## config.mk

```make
export PLATFORM = sky130hd
export DESIGN_NAME = alu_mc_flat
export DESIGN_NICKNAME = d
export VERILOG_FILES = /design/src/rtl/alu_mc_pkg.sv /design/src/rtl/alu_mc_if.sv /design/src/rtl/alu_mc_muldiv.sv /design/src/rtl/alu_mc.sv /design/src/flat_wrapper.sv
export SDC_FILE = /design/constraint.sdc
export NUM_CORES = 1
export LEC_CHECK = 0
export ABC_AREA = 1
export CAP_MARGIN = 20
export CELL_PAD_IN_SITES_DETAIL_PLACEMENT = 1
export CELL_PAD_IN_SITES_GLOBAL_PLACEMENT = 1
export CORE_ASPECT_RATIO = 1.75
export CORE_MARGIN = 2
export CORE_UTILIZATION = 35
export CTS_CLUSTER_SIZE = 12
export DETAILED_ROUTE_END_ITERATION = 7
export GPL_ROUTABILITY_DRIVEN = 0
export PLACE_DENSITY_LB_ADDON = 0.25
export SKIP_CTS_REPAIR_TIMING = 1
export SKIP_LAST_GASP = 1
export SLEW_MARGIN = 0
export SYNTH_ARGS = -nofsm -noshare
export SYNTH_HDL_FRONTEND = slang
export SYNTH_HIERARCHICAL = 1
export SYNTH_SLANG_ARGS = --single-unit
```

## constraint.sdc

```tcl
create_clock -name clk -period 5.5 [get_ports clk]
set_clock_uncertainty 0.15 [all_clocks]
set_input_delay 0.55 -clock clk [delete_from_list [all_inputs] [get_ports clk]]
set_output_delay 0.55 -clock clk [all_outputs]
set_load 0.05 [all_outputs]
```

## src/rtl/alu_mc_pkg.sv

```systemverilog
// alu_mc_pkg: class/function codes and FSM state type shared by the alu_mc slice.
package alu_mc_pkg;
    localparam logic [1:0] FC_A = 2'b00;
    localparam logic [1:0] FC_B = 2'b01;
    localparam logic [1:0] FC_C = 2'b10;
    localparam logic [3:0] ADD = 4'b0000;
    localparam logic [3:0] SUB = 4'b0001;
    localparam logic [3:0] AND = 4'b0010;
    localparam logic [3:0] OR  = 4'b0011;
    localparam logic [3:0] MUL = 4'b0100;
    localparam logic [3:0] DIV = 4'b0101;
    localparam logic [3:0] SHL = 4'b1000;
    localparam logic [3:0] SHR = 4'b1001;
    localparam logic [3:0] LW  = 4'b0000;
    localparam logic [3:0] SW  = 4'b0001;
    localparam logic [3:0] BLT = 4'b0000;
    localparam logic [3:0] BGT = 4'b0001;
    localparam logic [3:0] BEQ = 4'b0010;
    localparam logic [3:0] JMP = 4'b0011;
    typedef enum logic [1:0] {S_IDLE, S_MUL, S_DIV, S_DONE} state_t;
endpackage

```

## src/rtl/alu_mc_if.sv

```systemverilog
// alu_mc_if: operation request / result handshake bundle of the EX-stage ALU.
interface alu_mc_if #(parameter int WIDTH = 16);
    logic             in_valid;
    logic             in_ready;
    logic [1:0]       in_fc;
    logic [3:0]       func_c;
    logic [WIDTH-1:0] in1_m2;
    logic [WIDTH-1:0] in2_m7;
    logic             out_valid;
    logic             out_ready;
    logic [WIDTH-1:0] op;
    logic [WIDTH-1:0] out_r0;
    logic             out_flag;
    logic             out_oflw;
    logic             out_illegal;
    logic             busy;
    modport master (
        output in_valid, in_fc, func_c, in1_m2, in2_m7, out_ready,
        input  in_ready, out_valid, op, out_r0, out_flag, out_oflw, out_illegal, busy
    );
    modport slave (
        input  in_valid, in_fc, func_c, in1_m2, in2_m7, out_ready,
        output in_ready, out_valid, op, out_r0, out_flag, out_oflw, out_illegal, busy
    );
endinterface

```

## src/rtl/alu_mc_muldiv.sv

```systemverilog
// alu_mc_muldiv: shared shift-add multiplier / restoring divider on operand magnitudes.
// Results are combinational off the final step so done and the result coincide.
module alu_mc_muldiv
    import alu_mc_pkg::*;
#(
    parameter int WIDTH = 16
) (
    input  logic             clk,
    input  logic             rst_n,
    input  logic             abort,
    input  logic             start,
    input  logic             div_mode,
    input  logic [WIDTH-1:0] a,
    input  logic [WIDTH-1:0] b,
    output logic             done,
    output logic [WIDTH-1:0] q,
    output logic [WIDTH-1:0] r,
    output logic             oflw
);
    localparam int CW = $clog2(WIDTH);
    logic [2*WIDTH:0]   acc, acc_nx;
    logic [WIDTH-1:0]   mb, a_keep, qm, rm;
    logic [WIDTH:0]     hi_sum, shifted;
    logic [2*WIDTH-1:0] pm, prod;
    logic [CW-1:0]      cnt;
    logic               run, is_div, sa, sb, dz, mn;
    // acc holds {hi, lo}: product accumulator / multiplier for mul, remainder / quotient for div
    always_comb begin
        hi_sum  = acc[2*WIDTH:WIDTH] + (acc[0] ? {1'b0, mb} : '0);
        shifted = {acc[2*WIDTH-1:WIDTH], acc[WIDTH-1]};
        acc_nx  = !is_div ? {1'b0, hi_sum, acc[WIDTH-1:1]} :
                  (shifted >= {1'b0, mb}) ? {shifted - {1'b0, mb}, acc[WIDTH-2:0], 1'b1} :
                  {shifted, acc[WIDTH-2:0], 1'b0};
        pm      = acc_nx[2*WIDTH-1:0];
        prod    = (sa ^ sb) ? -pm : pm;
        qm      = acc_nx[WIDTH-1:0];
        rm      = acc_nx[2*WIDTH-1:WIDTH];
        q       = dz ? '1 : is_div ? ((sa ^ sb) ? -qm : qm) : prod[WIDTH-1:0];
        r       = dz ? a_keep : is_div ? (sa ? -rm : rm) : prod[2*WIDTH-1:WIDTH];
        oflw    = is_div ? (dz | mn) : (prod[2*WIDTH-1:WIDTH] != {WIDTH{prod[WIDTH-1]}});
        done    = run & (cnt == CW'(WIDTH - 1));
    end
    always_ff @(posedge clk or negedge rst_n) begin
        if (!rst_n) begin
            acc    <= '0;
            mb     <= '0;
            a_keep <= '0;
            cnt    <= '0;
            run    <= 1'b0;
            is_div <= 1'b0;
            sa     <= 1'b0;
            sb     <= 1'b0;
            dz     <= 1'b0;
            mn     <= 1'b0;
        end else begin
            run <= start | (run & !done & !abort);
            if (start) begin
                acc    <= {{(WIDTH+1){1'b0}}, a[WIDTH-1] ? -a : a};
                mb     <= b[WIDTH-1] ? -b : b;
                a_keep <= a;
                cnt    <= '0;
                is_div <= div_mode;
                sa     <= a[WIDTH-1];
                sb     <= b[WIDTH-1];
                dz     <= div_mode & (b == '0);
                mn     <= (a == {1'b1, {(WIDTH-1){1'b0}}}) & (&b);
            end else if (run) begin
                acc <= acc_nx;
                cnt <= cnt + 1'b1;
            end
        end
    end
endmodule

```

## src/rtl/alu_mc.sv

```systemverilog
// alu_mc: registered EX-stage ALU with valid/ready handshake, flush and iterative mul/div.
module alu_mc
    import alu_mc_pkg::*;
#(
    parameter int WIDTH = 16
) (
    input  logic      clk,
    input  logic      rst_n,
    input  logic      flush,
    alu_mc_if.slave   bus
);
    state_t           state, state_nx;
    logic [WIDTH-1:0] a, b, sum, dif, res, md_q, md_r;
    logic             accept, is_md, res_flag, res_oflw, res_ill, md_done, md_oflw;
    assign a = bus.in1_m2;
    assign b = bus.in2_m7;
    always_comb begin
        sum      = a + b;
        dif      = a - b;
        res      = '0;
        res_flag = 1'b0;
        res_oflw = 1'b0;
        res_ill  = 1'b0;
        is_md    = 1'b0;
        case (bus.in_fc)
            FC_A: case (bus.func_c)
                ADD:      begin res = sum; res_oflw = (a[WIDTH-1] == b[WIDTH-1]) & (sum[WIDTH-1] != a[WIDTH-1]); end
                SUB:      begin res = dif; res_oflw = (a[WIDTH-1] != b[WIDTH-1]) & (dif[WIDTH-1] != a[WIDTH-1]); end
                AND:      res = a & b;
                OR:       res = a | b;
                MUL, DIV: is_md = 1'b1;
                SHL:      res = a << b;
                SHR:      res = a >> b;
                default:  res_ill = 1'b1;
            endcase
            FC_B: case (bus.func_c)
                LW, SW:  res = sum;
                default: res_ill = 1'b1;
            endcase
            FC_C: case (bus.func_c)
                BLT:     res_flag = $signed(a) < $signed(b);
                BGT:     res_flag = $signed(a) > $signed(b);
                BEQ:     res_flag = a == b;
                JMP:     res_flag = 1'b1;
                default: res_ill = 1'b1;
            endcase
            default: res_ill = 1'b1;
        endcase
    end
    always_ff @(posedge clk or negedge rst_n) begin
        if (!rst_n) state <= S_IDLE;
        else        state <= state_nx;
    end
    always_comb begin
        bus.in_ready = !flush & ((state == S_IDLE) | ((state == S_DONE) & bus.out_ready));
        accept       = bus.in_valid & bus.in_ready;
        state_nx     = flush ? S_IDLE :
                       accept ? (!is_md ? S_DONE : (bus.func_c == MUL) ? S_MUL : S_DIV) :
                       ((state == S_DONE) & bus.out_ready) ? S_IDLE :
                       md_done ? S_DONE : state;
    end
    assign bus.out_valid = state == S_DONE;
    assign bus.busy      = (state == S_MUL) | (state == S_DIV);
    alu_mc_muldiv #(.WIDTH(WIDTH)) u_muldiv (
        .clk      (clk),
        .rst_n    (rst_n),
        .abort    (flush),
        .start    (accept & is_md),
        .div_mode (bus.func_c == DIV),
        .a        (a),
        .b        (b),
        .done     (md_done),
        .q        (md_q),
        .r        (md_r),
        .oflw     (md_oflw)
    );
    always_ff @(posedge clk or negedge rst_n) begin
        if (!rst_n) begin
            {bus.op, bus.out_r0, bus.out_flag, bus.out_oflw, bus.out_illegal} <= '0;
        end else if (flush) begin
            {bus.op, bus.out_r0, bus.out_flag, bus.out_oflw, bus.out_illegal} <= '0;
        end else if (accept) begin
            {bus.op, bus.out_r0, bus.out_flag, bus.out_oflw, bus.out_illegal} <= {res, {WIDTH{1'b0}}, res_flag, res_oflw, res_ill};
        end else if (md_done) begin
            {bus.op, bus.out_r0, bus.out_flag, bus.out_oflw, bus.out_illegal} <= {md_q, md_r, 1'b0, md_oflw, 1'b0};
        end
    end
endmodule

```

## src/flat_wrapper.sv

```systemverilog
// flat-port wrapper written by rule: the top's interface ports become plain ports
module alu_mc_flat import alu_mc_pkg::*;
#(
    parameter int WIDTH = 16
)
  (clk, rst_n, flush, bus_in_valid, bus_in_fc, bus_func_c, bus_in1_m2, bus_in2_m7, bus_out_ready, bus_in_ready, bus_out_valid, bus_op, bus_out_r0, bus_out_flag, bus_out_oflw, bus_out_illegal, bus_busy);
  alu_mc_if #(.WIDTH(WIDTH)) bus_i ();
  input  logic clk;
  input  logic rst_n;
  input  logic flush;
  input wire logic [$bits(bus_i.in_valid)-1:0] bus_in_valid;
  input wire logic [$bits(bus_i.in_fc)-1:0] bus_in_fc;
  input wire logic [$bits(bus_i.func_c)-1:0] bus_func_c;
  input wire logic [$bits(bus_i.in1_m2)-1:0] bus_in1_m2;
  input wire logic [$bits(bus_i.in2_m7)-1:0] bus_in2_m7;
  input wire logic [$bits(bus_i.out_ready)-1:0] bus_out_ready;
  output wire logic [$bits(bus_i.in_ready)-1:0] bus_in_ready;
  output wire logic [$bits(bus_i.out_valid)-1:0] bus_out_valid;
  output wire logic [$bits(bus_i.op)-1:0] bus_op;
  output wire logic [$bits(bus_i.out_r0)-1:0] bus_out_r0;
  output wire logic [$bits(bus_i.out_flag)-1:0] bus_out_flag;
  output wire logic [$bits(bus_i.out_oflw)-1:0] bus_out_oflw;
  output wire logic [$bits(bus_i.out_illegal)-1:0] bus_out_illegal;
  output wire logic [$bits(bus_i.busy)-1:0] bus_busy;
  assign bus_i.in_valid = bus_in_valid;
  assign bus_i.in_fc = bus_in_fc;
  assign bus_i.func_c = bus_func_c;
  assign bus_i.in1_m2 = bus_in1_m2;
  assign bus_i.in2_m7 = bus_in2_m7;
  assign bus_i.out_ready = bus_out_ready;
  assign bus_in_ready = bus_i.in_ready;
  assign bus_out_valid = bus_i.out_valid;
  assign bus_op = bus_i.op;
  assign bus_out_r0 = bus_i.out_r0;
  assign bus_out_flag = bus_i.out_flag;
  assign bus_out_oflw = bus_i.out_oflw;
  assign bus_out_illegal = bus_i.out_illegal;
  assign bus_busy = bus_i.busy;
  alu_mc #(.WIDTH(WIDTH)) u_core (.clk(clk), .rst_n(rst_n), .flush(flush), .bus(bus_i));
endmodule
```

# --- Word level (Yosys, flattened, before mapping) ---
# Cells that the tools add are included.
# Widths: inputs -> output; s select.
classes:
  n_addsub: 10
  n_lt_le_gt_ge: 3
  n_eq_ne: 20
  n_shift: 2
  mux: 50
  bitwise: 18
  reduce_logical: 14
op_table:
  columns: ["op", "count"]
  rows:
  - ["$mux 16", 16]
  - ["$mux 33", 4]
  - ["$pmux 16 s6", 1]
  - ["$neg 16->16", 4]
  - ["$mux 32", 1]
  - ["$neg 32->32", 1]
  - ["$pmux 16 s2", 1]
  - ["$add 17x17->17", 1]
  - ["$ge 17x16->1", 1]
  - ["$sub 17x16->17", 1]
  - ["$add 16x16->16", 1]
  - ["$and 16x16->16", 1]
  - ["$eq 16x16->1", 1]
  - ["$eq 16x16->1 const B", 1]
  - ["$gt 16x16->1", 1]
  - ["$logic_not 16->1", 1]
  - ["$lt 16x16->1", 1]
  - ["$mux 1", 16]
  - ["$ne 16x16->1", 1]
  - ["$or 16x16->16", 1]
  - ["$reduce_and 16->1", 1]
  - ["$shl 16x16->16", 1]
  - ["$shr 16x16->16", 1]
  - ["$sub 16x16->16", 1]
  - ["other kinds (26)", 57]
word_totals:
  ff_bits: 112
  inputBits: 43
  output_inout_bits: 38
  elab_cells: 133

# --- Longest topological paths before layout ---
# Gate-level depths: netlist of the first run.
depth:
  word_depth: 10
  depth_mapped: 33
  mapped_depth_nobuf: 33

# --- By module ---
# The synthesis of the first run kept the hierarchy.
by_module_without_submodules:
  columns: ["mod", "instances", "cells_per_inst", "area_per_inst_um2", "seq_area_each_um2"]
  rows:
  - ["alu_mc_muldiv", 1, 1390, 8319.2, 1851.8]
  - ["alu_mc", 1, 987, 5884.4, 925.9]

# --- Least setup slack after synthesis of the first run ---
# OpenSTA, ideal clock, no wires.
synth_timing:
  path_kind: "flip-flop to flip-flop"
  start: "register u_core.state[0]"
  end: "register u_core.u_muldiv.acc[5]"
  setup_ns: 0.137
  arrival_ns: 3.564
  required_time_ns: 5.213
  setup_slack_ns: 1.649
  path_stages_with_launch: 15
  path_buffers: 2
  period_less_slack_ns: 3.851
  cell_sequence: "dfrtp_1 ha_1 nand2_1 a21oi_1 nand2_2 nor3_1 inv_1 nor4_1 clkbuf_1 nor2_1 inv_1 clkbuf_1 o21ai_0 nand2_1 o221ai_1"
synth_between:
  elab_chain_len: 7
  word_cells_on_any_way: 9
  classes_between: "eq/ne: 1; mux: 1; bitwise: 5; reduce/logical: 2"
synth_rtl:
  columns: ["item", "line_no", "text"]
  rows:
  - ["start, declared", "alu_mc.sv:12", "state_t state, state_nx;"]
  - ["start signal, assigned", "alu_mc.sv:52", "else state <= state_nx;"]
  - ["$eq 2x2->1 (*)", null, null]
  - ["net bus_out_valid", "flat_wrapper.sv:18", "output wire logic [$bits(bus_i.out_valid)-1:0] bus_out_valid;"]
  - ["$and 1x1->1 (*)", "alu_mc.sv:55", "bus.in_ready = !flush & ((state == S_IDLE) | ((state == S_DONE) & bus.out_ready));"]
  - ["$or 1x1->1 (*)", "alu_mc.sv:55", null]
  - ["$and 1x1->1 (*)", "alu_mc.sv:55", null]
  - ["net bus_in_ready", "flat_wrapper.sv:17", "output wire logic [$bits(bus_i.in_ready)-1:0] bus_in_ready;"]
  - ["$and 1x1->1 (*)", "alu_mc.sv:56", "accept = bus.in_valid & bus.in_ready;"]
  - ["$and 1x1->1 (*)", "alu_mc.sv:68", ".start (accept & is_md),"]
  - ["$mux 33 or $reduce_bool 2->1 (tied branches)", null, null]
  - ["end signal, assigned", "alu_mc_muldiv.sv:58", "acc <= {{(WIDTH+1){1'b0}}, a[WIDTH-1] ? -a : a};"]
  - ["end signal, assigned", "alu_mc_muldiv.sv:68", "acc <= acc_nx;"]
  - ["end, declared", "alu_mc_muldiv.sv:21", "logic [2*WIDTH:0] acc, acc_nx;"]
# Mark *: on every way through the listed nets, which the timed path passes. The rest lies on a longest branch.
# A chain may end at the register's enable or synchronous reset.

# --- Worst setup path after layout of the first run ---
layout_timing:
  start: "register u_core.u_muldiv.acc[23]"
  end: "register u_core.bus.out_oflw"
layout_between:
  elab_chain_len: 10
  word_cells_on_any_way: 12
  classes_between: "add/sub: 3; order compare: 1; eq/ne: 1; mux: 7"
layout_rtl:
  columns: ["item", "line_no", "text"]
  rows:
  - ["$sub 17x16->17 or $ge 17x16->1 (tied branches)", "alu_mc_muldiv.sv:32", "(shifted >= {1'b0, mb}) ? {shifted - {1'b0, mb}, acc[WIDTH-2:0], 1'b1} :"]
  - ["$mux 33", "alu_mc_muldiv.sv:32", null]
  - ["$mux 33 (*)", "alu_mc_muldiv.sv:31", "acc_nx = !is_div ? {1'b0, hi_sum, acc[WIDTH-1:1]} :"]
  - ["$neg 32->32", "alu_mc_muldiv.sv:35", "prod = (sa ^ sb) ? -pm : pm;"]
  - ["$mux 32 (*)", "alu_mc_muldiv.sv:35", null]
  - ["$ne 16x16->1 (*)", "alu_mc_muldiv.sv:40", "oflw = is_div ? (dz | mn) : (prod[2*WIDTH-1:WIDTH] != {WIDTH{prod[WIDTH-1]}});"]
  - ["$mux 1 (*)", "alu_mc_muldiv.sv:40", null]
  - ["net u_core.md_oflw", "alu_mc.sv:14", "logic accept, is_md, res_flag, res_oflw, res_ill, md_done, md_oflw;"]
  - ["$mux 1 (*)", "alu_mc.sv:84", "end else if (md_done) begin"]
  - ["$mux 1 (*)", "alu_mc.sv:82", "end else if (accept) begin"]
  - ["$mux 1 (*)", "alu_mc.sv:80", "end else if (flush) begin"]
  - ["end signal, assigned", "alu_mc.sv:83", "{bus.op, bus.out_r0, bus.out_flag, bus.out_oflw, bus.out_illegal} <= {res, {WIDTH{1'b0}}, res_flag, res_oflw, ..."]
  - ["end signal, assigned", "alu_mc.sv:85", "{bus.op, bus.out_r0, bus.out_flag, bus.out_oflw, bus.out_illegal} <= {md_q, md_r, 1'b0, md_oflw, 1'b0};"]
  - ["end, declared", "alu_mc_if.sv:23", "output in_ready, out_valid, op, out_r0, out_flag, out_oflw, out_illegal, busy"]
# Mark *: on every way through the listed nets, which the timed path passes. The rest lies on a longest branch. The select of a mux whose other input is x is not followed.

==> summary.md, run 1 <==
| Metric | Value |
|---|---|
| Outcome | `finished clean` |
| Setup TNS | `0 ps` |
| Global route total overflow | `0` |
| Switching share of power | `0.609` |
| H-tree levels | `3` |
| Buffers on Ports | `80` |
| Detail Placement HPWL | `55100 µm` |
| Post-synth EDFFs | `0` |
| # clock sinks | `111` |
| CP Data Arrival Time | `roughly 5100 ps` |
| CTS tree | `done` |
| Leakage | `8.21 nW` |
| Vias in the first global route | `17900` |
| Crit Path Max Fanout | `18` |
| Startpoint Class | `flop` |
| Num CTS Buffers | `9` |
| Max_cap viols | `0` |
| Seq pwr share | `0.163` |
| Final hold vios | `0` |
| Avg Inst Size Synth | `5.98 µm²` |
| Max incr delay on CP | `430 ps` |
| Ys async rst share | `1.00` |
| Crit end category | `flop` |
| Crit-path most repeated cell | `nand2_1` |
| Pins over their slew limit | `0` |
| Power density cells | `472 nW/µm²` |
| Core area | `40100 µm²` |
| Initial Utilization | `0.355` |
| Worst skew pair latency | `390 ps` |
| Gate power share | `0.740` |
| Clock-pin transition on the worst setup and hold timing paths | `100 ps` |
| Post-layout min period | `just under 5000 ps` |
| Synth top area share | `0.196` |
| DRT iter0 DRCs | `between 800 and 900` |
| Final layout net count | `around 2600` |
| Worst hold margin | `around 56 ps` |
| Clock root buffer | `clkbuf_16` |
| Cell Rows | `97` |
| Leading cell type in the layout, fill and taps excluded | `nand2_1` |
| Synth top area cells | `dfrtp_1, nand2_1, nand3_1` |
| Synth Instances | `2377` |
| Pre-Repair DR Iteration Count | `5` |
| Ports | `81` |
| Tightest Pin Transition | `1280 ps` |
| Total power | `7.48 mW` |
| Post-Syn Area | `~14000 µm²` |
| Dominant cell type by area after synthesis | `dfrtp_1` |
| Die height | `~270 µm` |
| ANT cells | `0` |
| Top delay family on crit path | `simple AND/OR/NAND/NOR gates` |
| Routed WL per cell | `23.0 µm` |
| Share of layout cells above drive strength 1 | `0.0729` |
| Commonest cells after routing, fill and taps aside | `nand2_1, inv_1, nand3_1` |
| Post-synth top flop | `dfrtp_1` |
| Crit path buffers/inverters | `4` |
| WL final | `67300 µm` |
| Psw | `4.56 mW` |
| Via-to-Cell Ratio | `5.71` |
| Int Power | `between 2 and 3 mW` |
| First-pass GRT wire length | `102000 µm` |
| Residual DRC | `0` |
| Worst rel slew slack | `0.138` |
| Max frequency | `203 MHz` |
| Seq/Total Area, Yosys | `0.196` |
| Routed Antenna Nets | `0` |
| Synthesis-stage register bit count | `about 110` |
| Worst Hold Class | `input port to asynchronous set/reset pin` |
| Final setup fails | `0` |
| Clock power share | `0.097` |
| Largest net degree at the start of global routing | `54` |
| Synth Warn # | `6` |
| Synth cell types | `66` |
| VDD IR max | `0.220 mV` |
| Total Die Area | `42300 µm²` |
| Required @ worst endpoint | `5630 ps` |
| Die Wd | `156 µm` |
| Vias | `16700` |
| Clock buffer depth | `2` |
| Global Route Usage Sum | `0.321` |
| Initial antenna violation count | `0` |
| Area grow syn2layout | `11.6%` |
| Crit Path Class | `flop to flop` |
| Slowest cell on crit path | `dfrtp_1` |
| RSZ-0062 raised after global routing | `false` |
| Final Cycle Share | `0.894` |
| Synthesized Nets | `2512` |
-- sequential cells by signal, indices dropped and copies added (netlist names) --
signal / flops
u_core/u_muldiv/sb: 1
u_core/bus.out_r0: 16
u_core/bus.op: 16
u_core/u_muldiv/is_div: 1
u_core/u_muldiv/dz: 1
u_core/state: 2
u_core/bus.out_oflw: 1
u_core/u_muldiv/mb: 16
u_core/u_muldiv/acc: 33
u_core/u_muldiv/run: 1
u_core/bus.out_flag: 1
u_core/u_muldiv/cnt: 4
u_core/u_muldiv/a_keep: 16
u_core/u_muldiv/mn: 1
u_core/bus.out_illegal: 1
-- area by class of cell --
cell class                 instances  area [µm²]
fill                            5491       24200
tap                              495         619
clock inverter                     7        91.3
inverter                         357        1350
clock buffer                       9         225
sequential                       111        2780
timing repair buffer             114        1070
multi-input combinational       1830        9730
-- path summary, 6_finish.rpt --
| kind | from | to | slack [ps] | cells past startpoint |
|---|---|---|---|---|
| worst max-delay path | u_core/u_muldiv/acc[23] | u_core/bus.out_oflw | 580 | 31 |
| min in group clk | u_core/bus.out_r0[15] | u_core/bus.out_r0[15] | 330 | 2 |
| worst min register to register | u_core/bus.out_r0[15] | u_core/bus.out_r0[15] | 330 | 2 |
| max in group asynchronous | rst_n | u_core/bus.out_r0[11] | 3960 | 2 |
| worst max register to register | u_core/u_muldiv/acc[23] | u_core/bus.out_oflw | 580 | 31 |
| worst min-delay path | rst_n | u_core/u_muldiv/mb[8] | 60 | 1 |
-- metal layers --
layer	vias up	part of all wire	wire (µm)	track usage
met2	502	0.52	35100	0.593
met4	0	0.11	7400	0.297
met3	284	0.034	2260	0.0388
met1	8077	0.33	22500	0.298
met5	-	0	0	0
li1	7834	-	-	-
-- synthesized netlist by cell type (26+ instances only) --
library cell  instances
inv_1               326
o21ai_0             145
dfrtp_1             111
ha_1                 88
nand2_2              26
clkbuf_1             39
nor2_1              159
a21oi_1              97
nand4_1              35
xor2_1               32
o22ai_1              33
o21ai_1              30
buf_2                29
nand2_1             709
nand3_1             252
-- logic make-up (layout without fill, tap and decap cells) --
kind of cell | after synthesis | count (layout) | synth area share
AO/OA/AOI/OAI | 420 | 420 | 0.174
buffers and inverters | 436 | 487 | 0.120
AND/OR/NAND/NOR | 1282 | 1282 | 0.405
XOR/XNOR | 36 | 36 | 0.0222
adder cells (fa/ha/maj) | 92 | 92 | 0.0832
flip-flops | 111 | 111 | 0.196
-- power groups by stage --
stage,combinational [mW],sequential [mW],clock [mW]
after global routing,6.02,1.24,0.762
after CTS,5.46,1.22,0.742
after detailed placement,5.42,1.23,0
final,5.54,1.22,0.726
after global placement,5.30,1.22,0
after floorplan,3.57,1.26,0
-- metrics by stage --
stage,util,instances,setup WS (ps),area (µm²)
6_report,0.396,2923,580,15900
5_1_grt,0.396,2923,221,15900
4_1_cts,0.396,2923,684,15900
3_5_place_dp,0.388,2907,699,15500
3_3_place_gp,0.388,2907,925,15500
2_1_floorplan,-,2377,1650,14200
-- worst register-to-register path, delay by kind of cell (launching register included) --
| kind | cells | cell delay [ps] |
|---|---|---|
| AND/OR/NAND/NOR | 21 | 2640 |
| adder cells (fa/ha/maj) | 2 | 630 |
| AO/OA/AOI/OAI | 4 | 560 |
| flip-flops | 1 | 430 |
| buffers and inverters | 4 | 390 |
Note: power is estimated with default switching activity, not from simulation.
==> run 2, diff against run 1 <==
GPL_ROUTABILITY_DRIVEN = default   (was 0)
RECOVER_POWER = 25   (was default)
TNS_END_PERCENT = 50   (was default)
==> summary.md, run 2 (synthesis gave the netlist of run 1 again) <==
| Metric | Value |
|---|---|
| Post-layout min period | `4890 ps (-34.5 ps)` |
| DRT iter0 DRCs | `853 (-1.7%)` |
| Final setup fails | `0 (unchanged)` |
| Vias | `16500 (-1.2%)` |
| ANT cells | `0 (unchanged)` |
| Largest register FFs | `33 (unchanged)` |
| Detail Placement HPWL | `56300 µm (+2.3%)` |
| Final hold vios | `0 (unchanged)` |
| Vias in the first global route | `17600 (-1.5%)` |
| Die Wd | `156 µm (unchanged)` |
| Worst R2R Path Depth | `31 (unchanged)` |
| Via-to-Cell Ratio | `5.64 (-1.2%)` |
| Leading cell type in the layout, fill and taps excluded | `nand2_1` |
| CP Data Arrival Time | `5020 ps (-30 ps)` |
| WL final | `69000 µm (+2.4%)` |
| Total power | `7.41 mW (-1.0%)` |
| Routability cong. | `between 1 and 1.5` |
| Worst skew pair latency | `400 ps (about the same)` |
| Routed WL per cell | `23.6 µm (+2.4%)` |
| Commonest cells after routing, fill and taps aside | `nand2_1, inv_1, nand3_1` |
| Final layout net count | `2557 (-0.039%)` |
| Max incr delay on CP | `490 ps (+60 ps)` |
| Clock-pin transition on the worst setup and hold timing paths | `100 ps (about the same)` |
| Post-placement setup slack | `697 ps (-2.39 ps)` |
| # clock sinks | `111 (unchanged)` |
| Residual DRC | `0 (unchanged)` |
| Ports | `81 (unchanged)` |
| Crit end category | `flop` |
| Routed Antenna Nets | `0 (unchanged)` |
| Hold depth | `2` |
| Cell Rows | `97 (unchanged)` |
| H-tree levels | `3 (unchanged)` |
| Number of fillers in the final layout | `5496 (+0.091%)` |
| Outcome | `finished, violations left` |
| Slowest cell on crit path | `dfrtp_1` |
| Largest reg by FF count | `u_core/u_muldiv/acc` |
| RSZ-0062 raised after global routing | `false` |
| VDD IR max | `0.206 mV (-6.5%)` |
| Startpoint Class | `flop` |
| Share of layout cells above drive strength 1 | `0.0721 (-0.000794)` |
| CTS tree | `done` |
| Area grow syn2layout | `11.4%` |
| Area occupied by multi-input gates | `9730 µm² (unchanged)` |
| Max frequency | `205 MHz (+0.71%)` |
| Total Die Area | `42300 µm² (unchanged)` |
| Initial antenna violation count | `0 (unchanged)` |
| Pre-Repair DR Iteration Count | `5 (unchanged)` |
| Clock buffer depth | `2 (unchanged)` |
| Required @ worst endpoint | `5640 ps (about the same)` |
| Buffers on Ports | `80 (unchanged)` |
| Setup TNS | `0 ps (unchanged)` |
| Crit Path Class | `flop to flop` |
| Global Route Usage Sum | `0.329 (+0.00806)` |
| Leakage | `8.20 nW (-0.15%)` |
| Die height | `270 µm (unchanged)` |
| Violated checks | `max-capacitance violations, max-slew violations` |
| Tightest Pin Transition | `3170 ps (+1890 ps)` |
| Clock root buffer | `clkbuf_16` |
| Global route total overflow | `0 (unchanged)` |
| Pins over their slew limit | `114 (+114)` |
| First-pass GRT wire length | `104000 µm (+1.2%)` |
| Final Cycle Share | `0.888 (-0.00627)` |
| Power density cells | `468 nW/µm² (-0.80%)` |
| Initial Utilization | `0.355 (unchanged)` |
| Num CTS Buffers | `9 (unchanged)` |
| Crit-path most repeated cell | `nand2_1` |
| Seq. cell area | `2780 µm² (unchanged)` |
| Crit Path Max Fanout | `18 (unchanged)` |
| Worst rel slew slack | `-1.11 (-1.25)` |
| Largest net degree at the start of global routing | `64 (+19%)` |
| Max_cap viols | `2 (+2)` |
| Setup ws final | `615 ps (+34.5 ps)` |
| Core area | `40100 µm² (unchanged)` |
| Worst Hold Class | `flop to flop` |
## run 2: stage by stage
step / util / instance area (µm²) / cells / hold slack [ps]
6_report: 0.395 / 15800 / 2922 / 329
5_1_grt: 0.395 / 15800 / 2922 / 365
4_1_cts: 0.395 / 15800 / 2921 / 92.1
3_5_place_dp: 0.388 / 15500 / 2905 / 311
3_3_place_gp: 0.388 / 15500 / 2905 / 305
2_1_floorplan: - / 14200 / 2377 / 104
## run 2: final timing paths
| check | slack, ps | end | startpoint |
|---|---|---|---|
| worst max-delay path | 610 | u_core/bus.out_oflw | u_core/u_muldiv/acc[17] |
| worst min-delay path | 330 | u_core/bus.out_r0[5] | u_core/bus.out_r0[5] |
| worst max register to register | 610 | u_core/bus.out_oflw | u_core/u_muldiv/acc[17] |
| worst min register to register | 330 | u_core/bus.out_r0[5] | u_core/bus.out_r0[5] |
| max in group asynchronous | 1200 | u_core/u_muldiv/a_keep[11] | rst_n |
| min in group asynchronous | 1050 | u_core/u_muldiv/mb[10] | rst_n |
## run 2: power by group
part	internal, mW	total, mW	switching, mW
registers	1.00	1.23	0.228
clock network	0.323	0.709	0.386
logic	1.57	5.47	3.89
total	2.90	7.41	4.51
## run 2: critical path, delay by kind of cell, from the launching register on
family,cells,cell delay [ps]
buffers and inverters,2,220
AOI/OAI and AO/OA,4,560
DFF,1,490
adders and majority gates,2,650
and+or+nand+nor,23,2710
## run 2: layout make-up
cell class	count	share of cell area
multi-input cells	1830	0.615
inverters	357	0.0852
flip-flops and latches	111	0.176
repair buffers	113	0.0665
clock buffers	9	0.0142
clock inverters	7	0.00443
well taps	495	0.0391
## run 2: layer usage
layer  up-vias  GRT usage  wire [µm]
met5         -          0          0
met4         0      0.301       7710
met3       275     0.0362       1990
met2       425      0.620      36400
met1      7959      0.299      22900
li1       7832          -          -
==> RTL change 1, RTL diff (flow settings as in run 1) <==
`WIDTH` is set to 16 in 4 places; all go to 8.
--- a/src/rtl/alu_mc_if.sv
+++ b/src/rtl/alu_mc_if.sv
@@ -1,5 +1,5 @@
 // alu_mc_if: operation request / result handshake bundle of the EX-stage ALU.
-interface alu_mc_if #(parameter int WIDTH = 16);
+interface alu_mc_if #(parameter int WIDTH = 8);
     logic             in_valid;
     logic             in_ready;
     logic [1:0]       in_fc;
--- a/src/rtl/alu_mc_muldiv.sv
+++ b/src/rtl/alu_mc_muldiv.sv
@@ -3,7 +3,7 @@
 module alu_mc_muldiv
     import alu_mc_pkg::*;
 #(
-    parameter int WIDTH = 16
+    parameter int WIDTH = 8
 ) (
     input  logic             clk,
     input  logic             rst_n,
--- a/src/rtl/alu_mc.sv
+++ b/src/rtl/alu_mc.sv
@@ -2,7 +2,7 @@
 module alu_mc
     import alu_mc_pkg::*;
 #(
-    parameter int WIDTH = 16
+    parameter int WIDTH = 8
 ) (
     input  logic      clk,
     input  logic      rst_n,
--- a/src/flat_wrapper.sv
+++ b/src/flat_wrapper.sv
@@ -1,7 +1,7 @@
 // flat-port wrapper written by rule: the top's interface ports become plain ports
 module alu_mc_flat import alu_mc_pkg::*;
 #(
-    parameter int WIDTH = 16
+    parameter int WIDTH = 8
 )
   (clk, rst_n, flush, bus_in_valid, bus_in_fc, bus_func_c, bus_in1_m2, bus_in2_m7, bus_out_ready, bus_in_ready, bus_out_valid, bus_op, bus_out_r0, bus_out_flag, bus_out_oflw, bus_out_illegal, bus_busy);
   alu_mc_if #(.WIDTH(WIDTH)) bus_i ();
Ports: changed (resized bus_in1_m2, bus_in2_m7, bus_op and bus_out_r0); port bits go from 81 to 49. The function was not compared with the original's and may differ.
==> RTL change 1 against run 1 <==
Power fell by 54%. Final cell count fell by 53%. Cell area fell by 51%. Non-clock buffer count fell by 60. Wire length fell by 61%. Maximum frequency rose by 27%. Area after synthesis fell by 52%. Sequential cell count fell by 49. Worst setup slack improved by 1000 ps. Core utilization rose by 1.2 points. Via count fell by 56%. Sequential power fell by 46%. Hold slack improved by 160 ps. Largest cell class unchanged.
==> RTL change 1: results (changes against run 1) <==
* Run status: finished clean
* Portion of the post-synthesis area used by sequential elements at 23.0% (+3.4 points)
* Top cell types by occurrence after synthesis: 341 x nand2_1, 146 x inv_1, 116 x nand3_1
* Met2 Use GR at 51.3% (-8.0 points)
* Global-route met3 utilization at 2.09% (-1.8 points)
* Detail-routed via count per cell at 5.45 (-4.6%)
* First-pass detailed-route iteration total at 4 (-1)
* Slew at the pin closest to its max-slew limit at 838 ps (-443 ps)
* Mean post-synth cell area at 6.28 um2 (+5.1%)
* Vias in the first global route at 7898 (-56%)
* Crit-path max cell delay at 410 ps (-20 ps)
* Flip-flop count of the largest register, all copies and words added at 17 (-48%)
* Net count, final at 1195 (-53%)
* Fill cells at 2553 (-54%)
* Number of placed cells counting well taps at 1345 (-54%)
* Maximum fanout count along the critical path at 8 (-10)
* Global-route met1 utilization at 26.4% (-3.4 points)
* Final non-filler cell total at 1361 (-53%)
* Final WS setup at 1630 ps (+1050 ps)
* Combined global-route utilization of all metal layers at 27.1% (-4.9 points)
* Worst setup timing slack at the placement stage at 1660 ps (+963 ps)
* Violation count after the first detailed-route iteration at 282 (-68%)
* Post-place instance area at 7440 um2 (-52%)
* Reg2Reg Launch Point: u_core/u_muldiv/mb[6]
* Count of buffers inserted at the top-level ports at 48 (-40%)
* Maximum ir drop on the vdd rail at 0.209 mV (-5.2%)
* Fraction of final layout cells sized beyond drive strength 1 at 6.70% (-0.59 points)
[RTL change 1: logic make-up (layout without fill, tap and decap cells)]
| family | Yosys count | after routing | synth area share, % |
|---|---|---|---|
| flip-flops | 62 | 62 | 23.0 |
| XOR/XNOR | 18 | 18 | 2.34 |
| AND/OR/NAND/NOR | 592 | 592 | 38.9 |
| AO/OA/AOI/OAI | 169 | 169 | 14.8 |
| buffers and inverters | 181 | 226 | 10.7 |
| adder cells (fa/ha/maj) | 53 | 53 | 10.3 |
[RTL change 1: how the worst max path moves through the flow]
stage / end / depth (start not counted) / startpoint
floorplan: u_core/u_muldiv/acc[16] / 14 / u_core/state[0]
global placement: u_core/bus.out_oflw / 29 / u_core/u_muldiv/mb[6]
detailed placement: u_core/bus.out_oflw / 29 / u_core/u_muldiv/mb[6]
CTS: u_core/bus.out_oflw / 29 / u_core/u_muldiv/mb[6]
global route: u_core/bus.out_oflw / 29 / u_core/u_muldiv/mb[6]
finish: u_core/bus.out_oflw / 29 / u_core/u_muldiv/mb[6]
[RTL change 1: final cells by class]
cell class              instances  share of cell area, %
inverters                     156                   7.55
clock inverters                 4                  0.904
well taps                     241                   3.89
flip-flops and latches         62                   20.0
repair buffers                 54                   6.71
clock buffers                  12                   3.18
multi-input cells             832                   57.8
[RTL change 1: power breakdown]
group | switching (uW) | internal, uW
Clock | 211 | 408
Sequential | 111 | 553
Combinational | 1480 | 682
[RTL change 1: layer usage]
| layer | up-vias | wire length [um] |
|---|---|---|
| li1 | 3583 | - |
| met1 | 3586 | 9160 |
| met2 | 165 | 14700 |
| met3 | 86 | 525 |
| met4 | 0 | 2030 |
| met5 | - | 0 |
[RTL change 1: worst reg2reg max path, delay by kind of cell (launching register included)]
kind | cells | cell delay, ps
AO/OA/AOI/OAI | 2 | 470
flip-flops | 1 | 410
adder cells (fa/ha/maj) | 2 | 590
AND/OR/NAND/NOR | 23 | 2020
buffers and inverters | 2 | 140
[RTL change 1: stage by stage]
stage	utilization (%)	power, uW
after floorplan	-	2160
after global placement	39.1	2790
after detailed placement	39.1	2810
after CTS	40.8	3460
after global routing	40.8	3720
final	40.8	3440
==> RTL change 2, RTL diff (flow settings as in run 1) <==
Without the edit above. Remove the case item `SHR` of the case on `bus.func_c`.
--- a/src/rtl/alu_mc.sv
+++ b/src/rtl/alu_mc.sv
@@ -30,7 +30,6 @@
                 OR:       res = a | b;
                 MUL, DIV: is_md = 1'b1;
                 SHL:      res = a << b;
-                SHR:      res = a >> b;
                 default:  res_ill = 1'b1;
             endcase
             FC_B: case (bus.func_c)
Formal check against the unedited RTL: not equivalent (Yosys sat finds a counterexample within 4 cycles, from zero or initial values and one cycle with rst_n low).
==> RTL change 2 against run 1 <==
Hold slack worse by 14 ps. Area after synthesis down 4.3%. Largest cell class unchanged. Combinational power up 2%. Wire length down 2.6%. Power up 1.2%. Clock power down 3.3%. Die area down 4.2%. Cell area down 4.2%. Via count down 4.6%. First-iteration DRC count up 3.7%. Worst setup slack better by 210 ps. Sequential cell count unchanged.
==> RTL change 2: results (changes against run 1) <==
* Fraction of synthesized cell area in xor and xnor cells at 2.51% (+0.29 points)
* Worst path slowest cell: dfrtp_1
* Combined global-route utilization of all metal layers at 32.3% (+0.23 points)
* Post-Synth Adder-Cell Area at 8.69% (+0.38 points)
* Maximum ir drop on the vdd rail at 0.206 mV (-6.6%)
* TritonCTS Buffers at 9 (unchanged)
* Clock-pin slew reported for the worst setup and hold paths after clock tree synthesis at 90 ps
* DR WL met2 at 33500 um (-4.6%)
* Flip-flop count of the largest register, all copies and words added at 33 (unchanged)
* Fill cells at 5269 (-4.0%)
* HPWL after detailed placement at 52900 um (-3.9%)
* Dominant register cell in the synthesized netlist: dfrtp_1
* Time the worst path needs with I/O delays and setup at 4710 ps (-214 ps)
* Total wire length at 65600 um (-2.6%)
* Syn Inst Count at 2257 (-5.0%)
* Register with the highest flop count: u_core/u_muldiv/acc
* Count of different cell masters after synthesis at 61 (-7.6%)
* H-Tree Depth at 3 (unchanged)
* Global-route met1 utilization at 28.3% (-1.5 points)
* Crit path DAT at 4840 ps (-210 ps)
* Portion of the post-synthesis area used by sequential elements at 20.4% (+0.89 points)
* Post-place instance area at 14900 um2 (-4.1%)
* Run status: finished clean
* DR vias at 15900 (-4.6%)
* Share of synthesized registers carrying an async set or reset at 100% (unchanged)
* Number of placed cells counting well taps at 2782 (-4.3%)
* Leakage at 0.00788 uW (-4.0%)
* Logic depth of the worst register-to-register path at 32 (+3.2%)
* Worst max-slew margin expressed relative to the limit at 27.0% (+13 points)
* Length of routed wiring on met1 at 21100 um (-6.4%)
* Violation count after the first detailed-route iteration at 900 (+3.7%)
* Detail-routed via count per cell at 5.69 (-0.34%)
* Minimum hold slack at 41.6 ps (-14.1 ps)
* Global-route wire length before repair at 99200 um (-3.2%)
* Met3 wire length at 2810 um (+24%)
* Net switching component of the power at 4630 uW (+1.6%)
* Synthesized-area fraction occupied by ao, oa, aoi and oai cells at 16.2% (-1.2 points)
* Net count, final at 2443 (-4.5%)
* Hold crit path type: in -> async
* Maximum fanout count along the critical path at 18 (unchanged)
* Clock Tree Buf Depth at 2 (unchanged)
* Met2 Use GR at 59.5% (+0.19 points)
* Area contributors post-synth: dfrtp_1 20%, nand2_1 19%, nand3_1 8.5%, ha_1 8.1%, inv_1 8.0%
* Area share of the leading cell type in the synthesized netlist at 20.4% (+0.89 points)
* Global-route met3 utilization at 5.98% (+2.1 points)
* Fraction of final layout cells sized beyond drive strength 1 at 7.52% (+0.23 points)
* Top cell types by occurrence after synthesis: 682 x nand2_1, 291 x inv_1, 231 x nand3_1
* Initial antenna violation count at 0 (unchanged)
* Count of buffers inserted at the top-level ports at 80 (unchanged)
* Combinational family with the most area after synthesis: simple AND/OR/NAND/NOR gates
* Setup crit start: u_core/u_muldiv/acc[22]
* Synth warnings at 6 (unchanged)
* Vias in the first global route at 17200 (-3.9%)
* Worst setup timing slack at the placement stage at 904 ps (+205 ps)
* Ant. Diodes at 0 (unchanged)
* Pin count of the biggest net entering global routing at 66 (+22%)
* Setup slack on the worst flop-to-flop path at 790 ps (+210 ps)
RTL change 2: cells by family (layout without fill, tap and decap cells):
| family | count (synthesis) | in the layout |
|---|---|---|
| adder cells (fa/ha/maj) | 92 | 92 |
| buffers and inverters | 392 | 448 |
| flip-flops | 111 | 111 |
| XOR/XNOR | 39 | 39 |
| AND/OR/NAND/NOR | 1235 | 1235 |
| AO/OA/AOI/OAI | 388 | 388 |
RTL change 2: power by group through the flow:
stage	Clock [uW]	Combinational [uW]	Sequential [uW]
3_3_place_gp	0	5440	1220
3_5_place_dp	0	5540	1230
5_1_grt	747	6150	1240
6_report	702	5650	1220
2_1_floorplan	0	3640	1260
4_1_cts	721	5570	1220
RTL change 2: cell type report:
type,instances,area (um2),share of cell area [%]
clock buffer,9,225,1.48
clock inverter,7,72.6,0.478
inverter,320,1200,7.90
multi-input combinational,1754,9270,61.0
sequential,111,2780,18.3
tap,485,607,3.99
timing repair buffer,112,1040,6.83
